<file path="src/rtl/dehaze_pkg.sv">
// dehaze_pkg: shared types and constants for the dehaze output-frame writer.
//   IMG_W_DEF / IMG_H_DEF : default frame geometry (640x480)
//   ADDR_W                : linear BRAM address width
//   rgb_t                 : packed {r,g,b} pixel
//   wr_state_e            : writer FSM states
//   cnt_w()               : counter width for a modulus, minimum 1 bit
package dehaze_pkg;

  localparam int unsigned IMG_W_DEF = 640;
  localparam int unsigned IMG_H_DEF = 480;
  localparam int unsigned ADDR_W    = 19;

  typedef struct packed {
    logic [7:0] r;
    logic [7:0] g;
    logic [7:0] b;
  } rgb_t;

  typedef enum logic [1:0] {
    ST_IDLE  = 2'd0,
    ST_FILL  = 2'd1,
    ST_WRITE = 2'd2,
    ST_DONE  = 2'd3
  } wr_state_e;

  function automatic int unsigned cnt_w(input int unsigned n);
    return (n > 1) ? $clog2(n) : 1;
  endfunction

endpackage

</file>
<file path="src/rtl/dehaze_xy_counter.sv">
// dehaze_xy_counter: raster column/row/linear-address tracker.
//   clk, rst_n : clock, async active-low reset
//   clr        : synchronous clear to pixel (0,0), address 0
//   en         : advance one pixel
//   col, row   : current pixel position (registered)
//   addr       : current linear address row*IMG_W+col (registered)
//   last_c     : current pixel is the final pixel of the frame
module dehaze_xy_counter
  import dehaze_pkg::*;
#(
  parameter  int unsigned IMG_W = IMG_W_DEF,
  parameter  int unsigned IMG_H = IMG_H_DEF,
  localparam int unsigned COL_W = cnt_w(IMG_W),
  localparam int unsigned ROW_W = cnt_w(IMG_H)
) (
  input  logic              clk,
  input  logic              rst_n,
  input  logic              clr,
  input  logic              en,
  output logic [COL_W-1:0]  col,
  output logic [ROW_W-1:0]  row,
  output logic [ADDR_W-1:0] addr,
  output logic              last_c
);

  logic [COL_W-1:0]  col_q,  col_d;
  logic [ROW_W-1:0]  row_q,  row_d;
  logic [ADDR_W-1:0] addr_q, addr_d;
  logic              col_end_c;
  logic              row_end_c;

  assign col_end_c = (col_q == COL_W'(IMG_W - 1));
  assign row_end_c = (row_q == ROW_W'(IMG_H - 1));
  assign last_c    = col_end_c && row_end_c;

  // Address is carried incrementally rather than multiplied out.
  always_comb begin
    col_d  = col_q;
    row_d  = row_q;
    addr_d = addr_q;
    if (clr) begin
      col_d  = '0;
      row_d  = '0;
      addr_d = '0;
    end else if (en) begin
      if (col_end_c) begin
        col_d = '0;
        row_d = row_end_c ? '0 : row_q + ROW_W'(1);
      end else begin
        col_d = col_q + COL_W'(1);
      end
      addr_d = last_c ? '0 : addr_q + ADDR_W'(1);
    end
  end

  always_ff @(posedge clk or negedge rst_n) begin
    if (!rst_n) begin
      col_q  <= '0;
      row_q  <= '0;
      addr_q <= '0;
    end else begin
      col_q  <= col_d;
      row_q  <= row_d;
      addr_q <= addr_d;
    end
  end

  assign col  = col_q;
  assign row  = row_q;
  assign addr = addr_q;

endmodule

</file>
<file path="src/rtl/dehaze_frame_writer.sv">
// dehaze_frame_writer: captures one restored frame into the output BRAM.
//   Drops the first PIPE_LAT valid beats (pipeline fill), then writes IMG_W*IMG_H
//   pixels in raster order with one cycle of latency.
//   Inputs : clk, rst_n (async active-low), start, pix_valid, pix_r/g/b
//   Outputs: wr_en, wr_addr[18:0], wr_data[23:0] {R,G,B}, busy, frame_done
//   Build option: DEHAZE_BORDER_ZERO_EN writes frame-border pixels as zero.
module dehaze_frame_writer
  import dehaze_pkg::*;
#(
  parameter int unsigned IMG_W    = IMG_W_DEF,
  parameter int unsigned IMG_H    = IMG_H_DEF,
  parameter int unsigned PIPE_LAT = 8
) (
  input  logic        clk,
  input  logic        rst_n,
  input  logic        start,
  input  logic        pix_valid,
  input  logic [7:0]  pix_r,
  input  logic [7:0]  pix_g,
  input  logic [7:0]  pix_b,
  output logic        wr_en,
  output logic [18:0] wr_addr,
  output logic [23:0] wr_data,
  output logic        busy,
  output logic        frame_done
);

  localparam int unsigned COL_W  = cnt_w(IMG_W);
  localparam int unsigned ROW_W  = cnt_w(IMG_H);
  localparam int unsigned FILL_W = cnt_w(PIPE_LAT);
`ifdef DEHAZE_BORDER_ZERO_EN
  localparam bit BORDER_EN = 1'b1;
`else
  localparam bit BORDER_EN = 1'b0;
`endif

  wr_state_e         state_q, state_d;
  logic [FILL_W-1:0] fill_q, fill_d;
  logic              busy_q, busy_d;
  logic              wr_en_q, wr_en_d;
  logic              frame_done_q, frame_done_d;
  logic [ADDR_W-1:0] wr_addr_q, wr_addr_d;
  rgb_t              wr_data_q, wr_data_d;

  logic              cnt_clr_c;
  logic              cnt_en_c;
  logic [COL_W-1:0]  col;
  logic [ROW_W-1:0]  row;
  logic [ADDR_W-1:0] addr;
  logic              last_c;
  logic              border_c;
  rgb_t              pix_c;

  dehaze_xy_counter #(
    .IMG_W (IMG_W),
    .IMG_H (IMG_H)
  ) u_xy (
    .clk    (clk),
    .rst_n  (rst_n),
    .clr    (cnt_clr_c),
    .en     (cnt_en_c),
    .col    (col),
    .row    (row),
    .addr   (addr),
    .last_c (last_c)
  );

  // 3x3 neighbourhood is incomplete on the frame border; blank it when enabled.
  assign border_c = BORDER_EN &&
                    ((row == '0) || (row == ROW_W'(IMG_H - 1)) ||
                     (col == '0) || (col == COL_W'(IMG_W - 1)));

  always_comb begin
    pix_c = '{r: pix_r, g: pix_g, b: pix_b};
    if (border_c) pix_c = '0;
  end

  // Next-state and registered-output logic.
  always_comb begin
    state_d      = state_q;
    fill_d       = fill_q;
    busy_d       = busy_q;
    wr_en_d      = 1'b0;
    frame_done_d = 1'b0;
    wr_addr_d    = wr_addr_q;
    wr_data_d    = wr_data_q;
    cnt_clr_c    = 1'b0;
    cnt_en_c     = 1'b0;
    case (state_q)
      // pix_valid coincident with start is not counted.
      ST_IDLE: begin
        if (start) begin
          busy_d    = 1'b1;
          fill_d    = '0;
          cnt_clr_c = 1'b1;
          state_d   = (PIPE_LAT == 0) ? ST_WRITE : ST_FILL;
        end
      end
      ST_FILL: begin
        if (pix_valid) begin
          if (fill_q == FILL_W'(PIPE_LAT - 1)) begin
            fill_d  = '0;
            state_d = ST_WRITE;
          end else begin
            fill_d = fill_q + FILL_W'(1);
          end
        end
      end
      ST_WRITE: begin
        if (pix_valid) begin
          wr_en_d   = 1'b1;
          wr_addr_d = addr;
          wr_data_d = pix_c;
          cnt_en_c  = 1'b1;
          if (last_c) begin
            frame_done_d = 1'b1;
            state_d      = ST_DONE;
          end
        end
      end
      ST_DONE: begin
        busy_d  = 1'b0;
        state_d = ST_IDLE;
      end
      default: state_d = ST_IDLE;
    endcase
  end

  always_ff @(posedge clk or negedge rst_n) begin
    if (!rst_n) begin
      state_q      <= ST_IDLE;
      fill_q       <= '0;
      busy_q       <= 1'b0;
      wr_en_q      <= 1'b0;
      frame_done_q <= 1'b0;
      wr_addr_q    <= '0;
      wr_data_q    <= '0;
    end else begin
      state_q      <= state_d;
      fill_q       <= fill_d;
      busy_q       <= busy_d;
      wr_en_q      <= wr_en_d;
      frame_done_q <= frame_done_d;
      wr_addr_q    <= wr_addr_d;
      wr_data_q    <= wr_data_d;
    end
  end

  assign wr_en      = wr_en_q;
  assign wr_addr    = wr_addr_q;
  assign wr_data    = wr_data_q;
  assign busy       = busy_q;
  assign frame_done = frame_done_q;

endmodule

</file>
<file path="config.mk">
export PLATFORM = sky130hd
export DESIGN_NAME = dehaze_frame_writer
export DESIGN_NICKNAME = d
export VERILOG_FILES = /design/src/rtl/dehaze_pkg.sv /design/src/rtl/dehaze_xy_counter.sv /design/src/rtl/dehaze_frame_writer.sv
export SDC_FILE = /design/constraint.sdc
export NUM_CORES = 1
export LEC_CHECK = 0
export CAP_MARGIN = 20
export CELL_PAD_IN_SITES_DETAIL_PLACEMENT = 0
export CELL_PAD_IN_SITES_GLOBAL_PLACEMENT = 1
export CORE_MARGIN = 1.5
export CORE_UTILIZATION = 30
export CTS_BUF_LIST = sky130_fd_sc_hd__clkbuf_16
export CTS_CLUSTER_SIZE = 28
export DETAILED_ROUTE_END_ITERATION = 12
export PLACE_DENSITY_LB_ADDON = 0.3
export REMOVE_ABC_BUFFERS = 1
export SYNTH_ARGS = -nofsm -noshare
export SYNTH_HDL_FRONTEND = slang
export SYNTH_SLANG_ARGS = --single-unit
</file>
<file path="constraint.sdc">
create_clock -name clk -period 2.93 [get_ports clk]
set_input_delay 0.586 -clock clk [delete_from_list [all_inputs] [get_ports clk]]
set_output_delay 0.586 -clock clk [all_outputs]
set_load 0.01 [all_outputs]
</file>
==> flow_summary.toml <==
[sta]
worstMarginPinSlew_ns = 0.4906
fin_crit_sh_pct = 70.86
fmax_mhz = 481.6
setup_viol = 0
finalHoldViolCount = 0
relSlewSlack_pct = 67.01
rsz0062_at_grt = "no"
min_period_ns = 2.076
setup-tns-final_ns = 0
finalClockSkew_ns = 0.007761
drv_slew = 0

[floorplan]
die_w_um = 119.8
dieArea_sq_mm = 0.01435
fp-row-count = 42
pin_count = 74
core-area_sq_mm = 0.01330
dieHeight_um = 119.8
start_util_pct = 30.78

[worst_setup_path]
arrival_ns = 2.34
reg2reg_depth = 7
crit_chain = "inv_1 > ha_1 > nand2_2 > nor4_4 > nand2_1 > or3_1 > a21oi_1"
critPathTopFamily = "simple AND/OR/NAND/NOR gates"
crit_required_ns = 3.20
crit-reg2reg-launch = "state_q[0]"
start_kind = "flop"
critical_path_class = "flop to flop"
end_kind = "flop"
cp_num_buf_inv = 1
critPathMaxStageDelay_ns = 0.50
crit_slowest_cell = "nor4_4"
critPathMaxFanout = 8
r2r-end = "u_xy.row[8]"
reg2reg_setup_slack_ns = 0.85

[clock_tree]
cts.repair.resized = 0
worstSkewPairLatency_ns = 0.35
cts.clk_slew.worst_paths_ns = 0.07
cts_tree = "built"
hold_buffers = 0
cts.htree.levels = 3
cts_root_buf = "clkbuf_16"
cts-buffers-inserted = 9
cts_num_sinks = 89
post-cts-setup-buffer-count = 0
cts_max_path_buffers = 2

[pwr]
powerDensity_mw_per_mm2 = 777.0
internal-power_uw = 2846
ir_drop_mv = 0.3898
seqPwrFrac_pct = 39.5
switching_share_pct = 31.79
share_comb_of_total_power_pct = 31.2
p_leak_uw = 0.002498
p_clk_share_pct = 29.3
p_sw_uw = 1326
finalPower_uw = 4173

[worst_hold_path]
hp-class = "input pin to async pin"

[place]
dpl.hpwl_um = 6388
port_buffers = 73
dpl_cell_area_sq_mm = 0.005061
place.gp.congestion = 0.8139

[yosys]
ys.flop_type = "dfrtp_1"
synth_enable_flop_cells = 0
synthesis.instances = 447
yosys.cell_types.count = 46
ys_top_cells_by_area = "dfrtp_1 (54%), nand2_1 (15%), nor2_1 (3.5%)"
synthesis.area_sq_mm = 0.004093
yosysWarnings = 0
async_flop_share_pct = 100.0
syn_area_per_cell_sq_um = 9.156
synth.ff_latch_count = 89
synth_top_cell_by_area = "dfrtp_1"
netlist.area_leader.share_pct = 54.42
synth_seq_area_share_pct = 54.42

[layout]
fillers = 1314
utilization_pct = 40.39
design_area_sq_mm = 0.005370
antenna_cells = 0
fin_nets = 563
layout-drive-gt1-share_pct = 6.981
area_delta_synth_final_pct = 31.21

[flow_run]
maxCapViolations = 0

[detailed_routing]
wirelength_um = 9336
drt_pass1_iterations = 4
detailroute.via_count = 3312
routed_via_density = 4.691
drt-initial-drc-count = 164
routedWlPerCell_um = 13.22
final_antenna_net_count = 0
post-route-drc-count = 0

[grt]
track_usage_pct = 14.17
overflow = 0
grt_pass1_wl_um = 16080
grt_max_degree = 39
grt_pass1_vias = 3313
antenna_found_initial = 0

[outcome]
status = "complete, no violations"
-- power by group through the flow --
stage          clock [uW]  sequential (uW)  combinational [uW]
2_1_floorplan           0             1740                 582
3_3_place_gp            0             1670                1290
3_5_place_dp            0             1670                1320
4_1_cts              1270             1650                1330
5_1_grt              1310             1690                1460
6_report             1220             1650                1300
-- routing by layer --
metal  GRT usage [%]  up-vias  wire, um
li1                -     1638         -
met3           4.610        7       598
met2           23.24       87      4322
met4           3.869        0        94
met1           18.00     1580      4321
met5               0        -         0
-- stage by stage --
step	hold slack (ns)	instances	setup WS (ns)
final	0.1707	706	0.8538
after global routing	0.1948	706	0.7010
after CTS	0.1761	706	0.8530
after detailed placement	0.4626	691	0.4813
after global placement	0.4599	691	0.5980
after floorplan	0.2904	432	-1.006
-- cell type report --
type	count	area, sq um	share of cell area (%)
multi-input cells	335	1780	33.15
well taps	176	220.2	4.101
clock buffers	9	225.2	4.194
flip-flops and latches	89	2227	41.47
clock inverters	6	83.83	1.561
inverters	8	30.03	0.5592
repair buffers	83	803.3	14.96
-- synthesized netlist by cell type (2+ instances only) --
master	count
clkbuf_1	11
a31oi_1	5
and4_1	3
xnor2_1	10
nor2_1	38
a21oi_1	10
o31ai_1	3
nand3b_1	2
mux2i_1	4
o21ai_0	12
nand4_1	6
nor2b_1	4
inv_1	7
ha_1	9
buf_1	3
o221ai_1	2
nand2_1	162
xor2_1	13
nor3_1	11
nand3_1	16
and3_1	3
dfrtp_1	89
-- how the worst max path moves through the flow --
| stage | from | end | slack (ns) | cells past startpoint |
|---|---|---|---|---|
| finish | state_q[0] | u_xy.row[8] | 0.85 | 7 |
| global route | state_q[0] | u_xy.row[8] | 0.70 | 7 |
| CTS | state_q[0] | u_xy.row[8] | 0.85 | 7 |
| detailed placement | pix_valid | u_xy.row[8] | 0.48 | 6 |
| global placement | pix_valid | u_xy.addr[5] | 0.60 | 7 |
| floorplan | state_q[0] | u_xy.col[9] | -1.01 | 8 |
-- state kept, by name, indices dropped and copies added, names as in the netlist --
register / cells
u_xy.col: 10
fill_q: 3
u_xy.addr: 19
wr_addr: 19
busy: 1
wr_data: 24
state_q: 2
wr_en: 1
frame_done: 1
u_xy.row: 9
-- cell usage in the layout (no fill, tap or decap), types with 3 or more instances in the layout --
master	synthesis	layout
and4_1	3	3
xor2_1	13	13
nand2_1	162	161
a31oi_1	5	5
nand4_1	6	6
o31ai_1	3	3
buf_4	0	11
clkbuf_16	0	9
nor3_1	11	11
inv_1	7	8
and3_1	3	3
nand3_1	16	16
o21ai_0	12	12
nor2_1	38	38
nor2b_1	4	4
clkdlybuf4s50_1	0	72
xnor2_1	10	10
ha_1	9	9
mux2i_1	4	4
dfrtp_1	89	89
a21oi_1	10	10
-- cell families (layout without fill, tap and decap cells) --
logic type | count (synthesis) | count (layout) | synth area share, %
multiplexers | 5 | 5 | 1.345
adder cells (fa/ha/maj) | 9 | 9 | 2.752
buffers and inverters | 23 | 106 | 2.140
XOR/XNOR | 23 | 23 | 4.922
AO/OA/AOI/OAI | 37 | 37 | 5.473
flip-flops | 89 | 89 | 54.42
AND/OR/NAND/NOR | 261 | 261 | 28.95
-- worst reg2reg max path, delay by kind of cell, from the launching register on --
kind                       cells  cell delay (ns)
adders and majority gates      1             0.24
AOI/OAI and AO/OA              1             0.18
DFF                            1             0.40
buffers and inverters          1             0.11
and+or+nand+nor                4             1.07
Note: power is estimated with default switching activity, not from simulation.
==> variant 1, RTL diff (same settings) <==
Add an input register stage for `pix_r`, without a reset; this delays it by one clock. The other inputs are not delayed to match.
--- a/src/rtl/dehaze_frame_writer.sv
+++ b/src/rtl/dehaze_frame_writer.sv
@@ -28,6 +28,12 @@
   localparam int unsigned COL_W  = cnt_w(IMG_W);
   localparam int unsigned ROW_W  = cnt_w(IMG_H);
   localparam int unsigned FILL_W = cnt_w(PIPE_LAT);
+
+  logic [7:0] pix_r_q;
+
+  always_ff @(posedge clk) begin
+    pix_r_q <= pix_r;
+  end
 `ifdef DEHAZE_BORDER_ZERO_EN
   localparam bit BORDER_EN = 1'b1;
 `else
@@ -71,7 +77,7 @@
                      (col == '0) || (col == COL_W'(IMG_W - 1)));
 
   always_comb begin
-    pix_c = '{r: pix_r, g: pix_g, b: pix_b};
+    pix_c = '{r: pix_r_q, g: pix_g, b: pix_b};
     if (border_c) pix_c = '0;
   end
 
Check against the original RTL: same outputs for any inputs over 10 cycles, from zero or initial values and one cycle with rst_n low; that may be too few to reach the edited logic, so the function may still have changed.
==> variant 1 against the original RTL <==
Total power increased by 1.7%. Final cell count increased by 0.99%. Count of clock-buffer cells in the layout did not move. Core utilization shrank 0.78 points. Largest power group unchanged. Global-route usage decreased by 0.38 points. Final area grew 2.0%. First-iteration DRC count fell by 4.3%. Sequential power rose by 7%. Critical endpoint is now u_xy.col[7]. Sequential cell count increased by 8. Highest routed layer unchanged. Wire length shrank 0.81%. Synthesized area up 3.4%. Fmax fell by 0.25%. Setup slack got worse by 5.3 ps.
==> variant 1: results (changes against the original RTL) <==
stage,metric,value,unit,change
setup_path,Worst Path Max Fanout,29,,+21
detailed_routing,router iterations before antenna repair,5,,+1
yosys,Post-synth ARST share,91.75,%,-8.2 points
yosys,synth top area cells,"dfrtp_1 53%, nand2_1 13%, dfxtp_1 3.8%, nor2_1 3.3%, xnor2_1 3.1%",,
setup_path,critical path's slowest cell,or3_1,,
power,cell leakage power,2.547,nW,+2.0%
outcome,status,"complete, no violations",,
placement,pre-CTS WS,565.4,ps,+84.09 ps
placement,count of input and output buffers,73,,unchanged
global_routing,pin count of the biggest net entering global routing,51,,+31%
placement,Placement Cell Area,5180,µm²,+2.3%
detailed_routing,Detailed Route WL,9.260,mm,-0.81%
detailed_routing,Post-Route M1 WL,4.529,mm,+4.8%
yosys,"Seq/Total Area, Yosys",56.43,%,+2.0 points
timing,clk_skew,6.705,ps,-1.056 ps
global_routing,GRT Total Usage,13.79,%,-0.38 points
finish,Largest register FFs,24,,unchanged
power,IR Drop Worst-Case VDD,0.4434,mV,+14%
placement,post-DP HPWL,6.334,mm,-0.83%
detailed_routing,met3 WL,504,µm,-16%
yosys,Avg Inst Size Synth,9.338,µm²,+2.0%
detailed_routing,post-DR vias/cell,4.617,,-1.6%
placement,Final GP Congestion,0.7480,,-8.1%
global_routing,global-route wire length before repair,15.82,mm,-1.6%
timing,Slew HR,55.48,%,-12 points
detailed_routing,Routed met2 length,4.122,mm,-4.6%
setup_path,Slowest Stage Delay on Critical Path,470,ps,-30 ps
finish,share of layout cells above drive strength 1,6.191,%,-0.79 points
yosys,most frequent cells after synthesis,"152 x nand2_1, 89 x dfrtp_1, 37 x nor2_1",,
min_path,type of the most critical hold path,in2async,,
yosys,Cell variety after synth,43,,-6.5%
cts,CTS resizes,0,,unchanged
finish,fin nets,565,,+0.36%
placement,Cells after DPL,697,,+0.87%
detailed_routing,Routed WL per cell,12.99,µm,-1.8%
detailed_routing,DRT iter0 DRCs,157,,-4.3%
global_routing,vias in the first global route,3186,,-3.8%
-- variant 1: cell count changes in the layout (fill, tap and decap cells not counted), moves of 4 or more --
cell / delta
a21oi_1: -5
dfxtp_1: +8
o21ai_0: +11
xnor2_1: +5
xor2_1: -5
nand3_1: +4
a31oi_1: -4
nand2_1: -9
-- variant 1: routing by layer --
metal  track usage, %  vias up
met2            20.89       74
li1                 -     1641
met3            4.494        7
met5                0        -
met4            4.853        0
met1            18.48     1570
-- variant 1: layout make-up --
class	count	area [µm²]
fill	1389	8351
sequential	97	2387
timing repair buffer	81	800.8
clock inverter	7	71.32
multi-input combinational	329	1729
clock buffer	9	225.2
inverter	10	37.54
tap	180	225.2
-- variant 1: cells by family (layout without fill, tap and decap cells) --
| kind of cell | Yosys count | count (layout) | synth area share [%] |
|---|---|---|---|
| simple gates | 251 | 251 | 26.41 |
| mux | 5 | 5 | 1.213 |
| buf+inv | 27 | 107 | 2.692 |
| fa+ha+maj | 9 | 9 | 2.662 |
| compound gates | 41 | 41 | 5.827 |
| xor+xnor | 23 | 23 | 4.762 |
| flops | 97 | 97 | 56.43 |
-- variant 1: final timing paths --
path / from / to / depth (start not counted) / slack (ps)
worst max-delay path: state_q[0] / u_xy.col[7] / 7 / 850
worst min-delay path: rst_n / u_xy.row[3] / 1 / 260
worst max register to register: state_q[0] / u_xy.col[7] / 7 / 850
worst min register to register: pix_r_q[4] / wr_data[20] / 2 / 420
max in group asynchronous: rst_n / u_xy.addr[16] / 2 / 2020
min in group clk: pix_r_q[4] / wr_data[20] / 2 / 420
-- variant 1: worst max-delay path, delay by kind of cell, from the launching register on --
family	cells	cell delay (ps)
compound gates	1	150
fa+ha+maj	1	280
buf+inv	2	350
flops	1	420
simple gates	3	830
-- variant 1: where the power goes --
group / switching, mW / total [mW] / leakage, nW / internal (mW)
combinational: 0.689 / 1.29 / 1.15 / 0.598
clock: 0.533 / 1.19 / 0.141 / 0.661
sequential: 0.167 / 1.76 / 1.26 / 1.60
==> variant 2, RTL diff (same flow settings) <==
Made on the original files. Set the localparam `BORDER_EN` to 1'b1 (it was 1'b0).
--- a/src/rtl/dehaze_frame_writer.sv
+++ b/src/rtl/dehaze_frame_writer.sv
@@ -31,7 +31,7 @@
 `ifdef DEHAZE_BORDER_ZERO_EN
   localparam bit BORDER_EN = 1'b1;
 `else
-  localparam bit BORDER_EN = 1'b0;
+  localparam bit BORDER_EN = 1'b1;
 `endif
 
   wr_state_e         state_q, state_d;
Behaviour: no difference found for any inputs over 10 cycles, from zero or initial values and one cycle with rst_n low; that may be too few to reach the edited logic, so the function may still have changed.
==> variant 2 against the original RTL <==
Sequential power down 3%. Wire length is 7.3% higher. Synthesized area grew 3.7%. Count of clock-buffer cells in the layout is the same. Sequential cell count unchanged. First-iteration DRC count is 13% higher. Clock power is 11% lower. Setup slack got worse by 250 ps. Final area increased by 2.3%. Via count rose by 0.66%. Total power is 4.7% lower. Critical path type unchanged. Critical endpoint is now u_xy.addr[5]. Largest cell class unchanged. Largest power group unchanged.
==> variant 2: results (changes against the original RTL) <==
stage,metric,value,unit,change
setup_path,CP Launch Point,state_q[0],,
finish,share of layout cells above drive strength 1,8.782,%,+1.8 points
yosys,"Seq/Total Area, Yosys",52.48,%,-1.9 points
min_path,type of the most critical hold path,in2async,,
yosys,most frequent cells after synthesis,"89 x dfrtp_1, 86 x nand2_1, 31 x nor2_1",,
global_routing,grt ovf,0,,unchanged
global_routing,global-route wire length before repair,16.72,mm,+3.9%
yosys,Cell variety after synth,56,,+22%
timing,fin. max-slew vios,0,,unchanged
finish,Largest register FFs,24,,unchanged
global_routing,vias in the first global route,3263,,-1.5%
yosys,synth top area cells,"dfrtp_1 52%, nand2_1 7.6%, a22o_1 5.4%, ha_1 3.2%, nor2_1 2.7%",,
yosys,Yosys warning count,0,,unchanged
setup_path,Worst Path Max Fanout,16,,+8
cts,Post-CTS Setup Inserts,0,,unchanged
detailed_routing,DRT iter0 DRCs,186,,+13%
global_routing,initial antenna violation count,0,,unchanged
cts,htree depth,3,,unchanged
setup_path,CP Capture Point,u_xy.addr[5],,
finish,fin nets,535,,-5.0%
cts,clock-pin slew on the worst setup and hold paths,70,ps,about the same
detailed_routing,Post-Route M1 WL,5.034,mm,+17%
cts,Skew-Pair Late Insertion Delay,340,ps,
cts,Inserted Clock Buffers,9,,unchanged
setup_path,r2r worst-path depth,8,,+1
power,IR Drop Worst-Case VDD,0.3210,mV,-18%
global_routing,GRT Total Usage,14.42,%,+0.25 points
placement,count of input and output buffers,73,,unchanged
detailed_routing,Detailed Route WL,10.02,mm,+7.3%
placement,Final GP Congestion,0.7230,,-11%
timing,Worst Max-Slew Pin Slew,779.5,ps,+288.9 ps
setup_path,reg-to-reg endpoint,u_xy.addr[5],,
yosys,Post-synth ARST share,100.0,%,unchanged
detailed_routing,router iterations before antenna repair,4,,unchanged
finish,antenna cells,0,,unchanged
detailed_routing,post-DR vias/cell,4.896,,+4.4%
cts,worst-case clock buffer depth,2,,unchanged
yosys,Synth Flop Type,dfrtp_1,,
setup_path,slack of the worst reg-to-reg path,600,ps,-250 ps
timing,clk_skew,7.436,ps,-0.3247 ps
detailed_routing,met3 WL,470,µm,-21%
placement,post-DP HPWL,6.931,mm,+8.5%
outcome,status,"complete, no violations",,
detailed_routing,Routed met2 length,4.393,mm,+1.6%
setup_path,Worst Path Arrival,2540,ps,+200 ps
global_routing,pin count of the biggest net entering global routing,53,,+36%
cts,Root Driver,clkbuf_16,,
detailed_routing,max layer used,met4,,
power,cell leakage power,2.467,nW,-1.2%
cts,CTS resizes,0,,unchanged
variant 2: changes by cell type after synthesis, moves of 4 or more:
| cell | unedited run | this run |
|---|---|---|
| a21oi_1 | 10 | 17 |
| nand2_1 | 162 | 86 |
| a22o_1 | 0 | 26 |
| inv_1 | 7 | 11 |
| xor2_1 | 13 | 9 |
| nor2_1 | 38 | 31 |
| or3_1 | 1 | 5 |
| and3_1 | 3 | 7 |
variant 2: metrics by stage:
step	setup WS (ps)	util (%)	area, µm²	hold WS [ps]	cells
3_3_place_gp	314.8	37.70	5213	456.5	665
5_1_grt	319.0	39.72	5492	332.2	681
6_report	603.2	39.72	5492	285.8	681
4_1_cts	607.4	39.72	5492	295.9	681
2_1_floorplan	-118.5	-	4164	290.4	401
3_5_place_dp	298.3	37.70	5213	463.8	665
variant 2: worst max-delay path, cell delays in order, from the launching register on:
cell	delay, ps
dfrtp_1	390
inv_1	80
ha_1	250
nand2_2	310
clkinv_1	140
nor2_1	630
nor3_1	160
xnor2_1	170
nor2_1	50
variant 2: cells by family (layout without fill, tap and decap cells):
| family | count (synthesis) | in the layout | synth area share [%] |
|---|---|---|---|
| buf+inv | 30 | 112 | 2.948 |
| mux | 3 | 3 | 0.7370 |
| compound gates | 80 | 80 | 14.30 |
| simple gates | 189 | 189 | 22.79 |
| fa+ha+maj | 11 | 11 | 3.243 |
| xor+xnor | 17 | 17 | 3.508 |
| flops | 89 | 89 | 52.48 |
variant 2: how the worst min path moves through the flow:
stage                  endpoint  slack (ps)  depth (start not counted)
detailed placement  wr_addr[13]         460                          2
CTS                  wr_data[6]         300                          1
floorplan                  busy         290                          0
global route         wr_data[9]         330                          1
finish               wr_data[6]         290                          1
global placement    wr_addr[16]         460                          2
variant 2: layout make-up:
class / count / area [µm²]
fillers: 1329 / 8335
repair buffers: 84 / 823.3
inverters: 12 / 45.04
flip-flops and latches: 89 / 2227
clock buffers: 9 / 225.2
clock inverters: 7 / 53.80
multi-input cells: 300 / 1892
well taps: 180 / 225.2
variant 2: layer usage:
layer	vias up	GRT usage, %
met5	-	0
met4	0	4.265
met3	9	3.558
met2	74	21.84
met1	1615	20.36
li1	1636	-
variant 2: power breakdown:
group          total, mW  switching (mW)  internal (mW)
sequential          1.60           0.153           1.44
clock               1.09           0.503          0.582
combinational       1.29           0.679          0.614
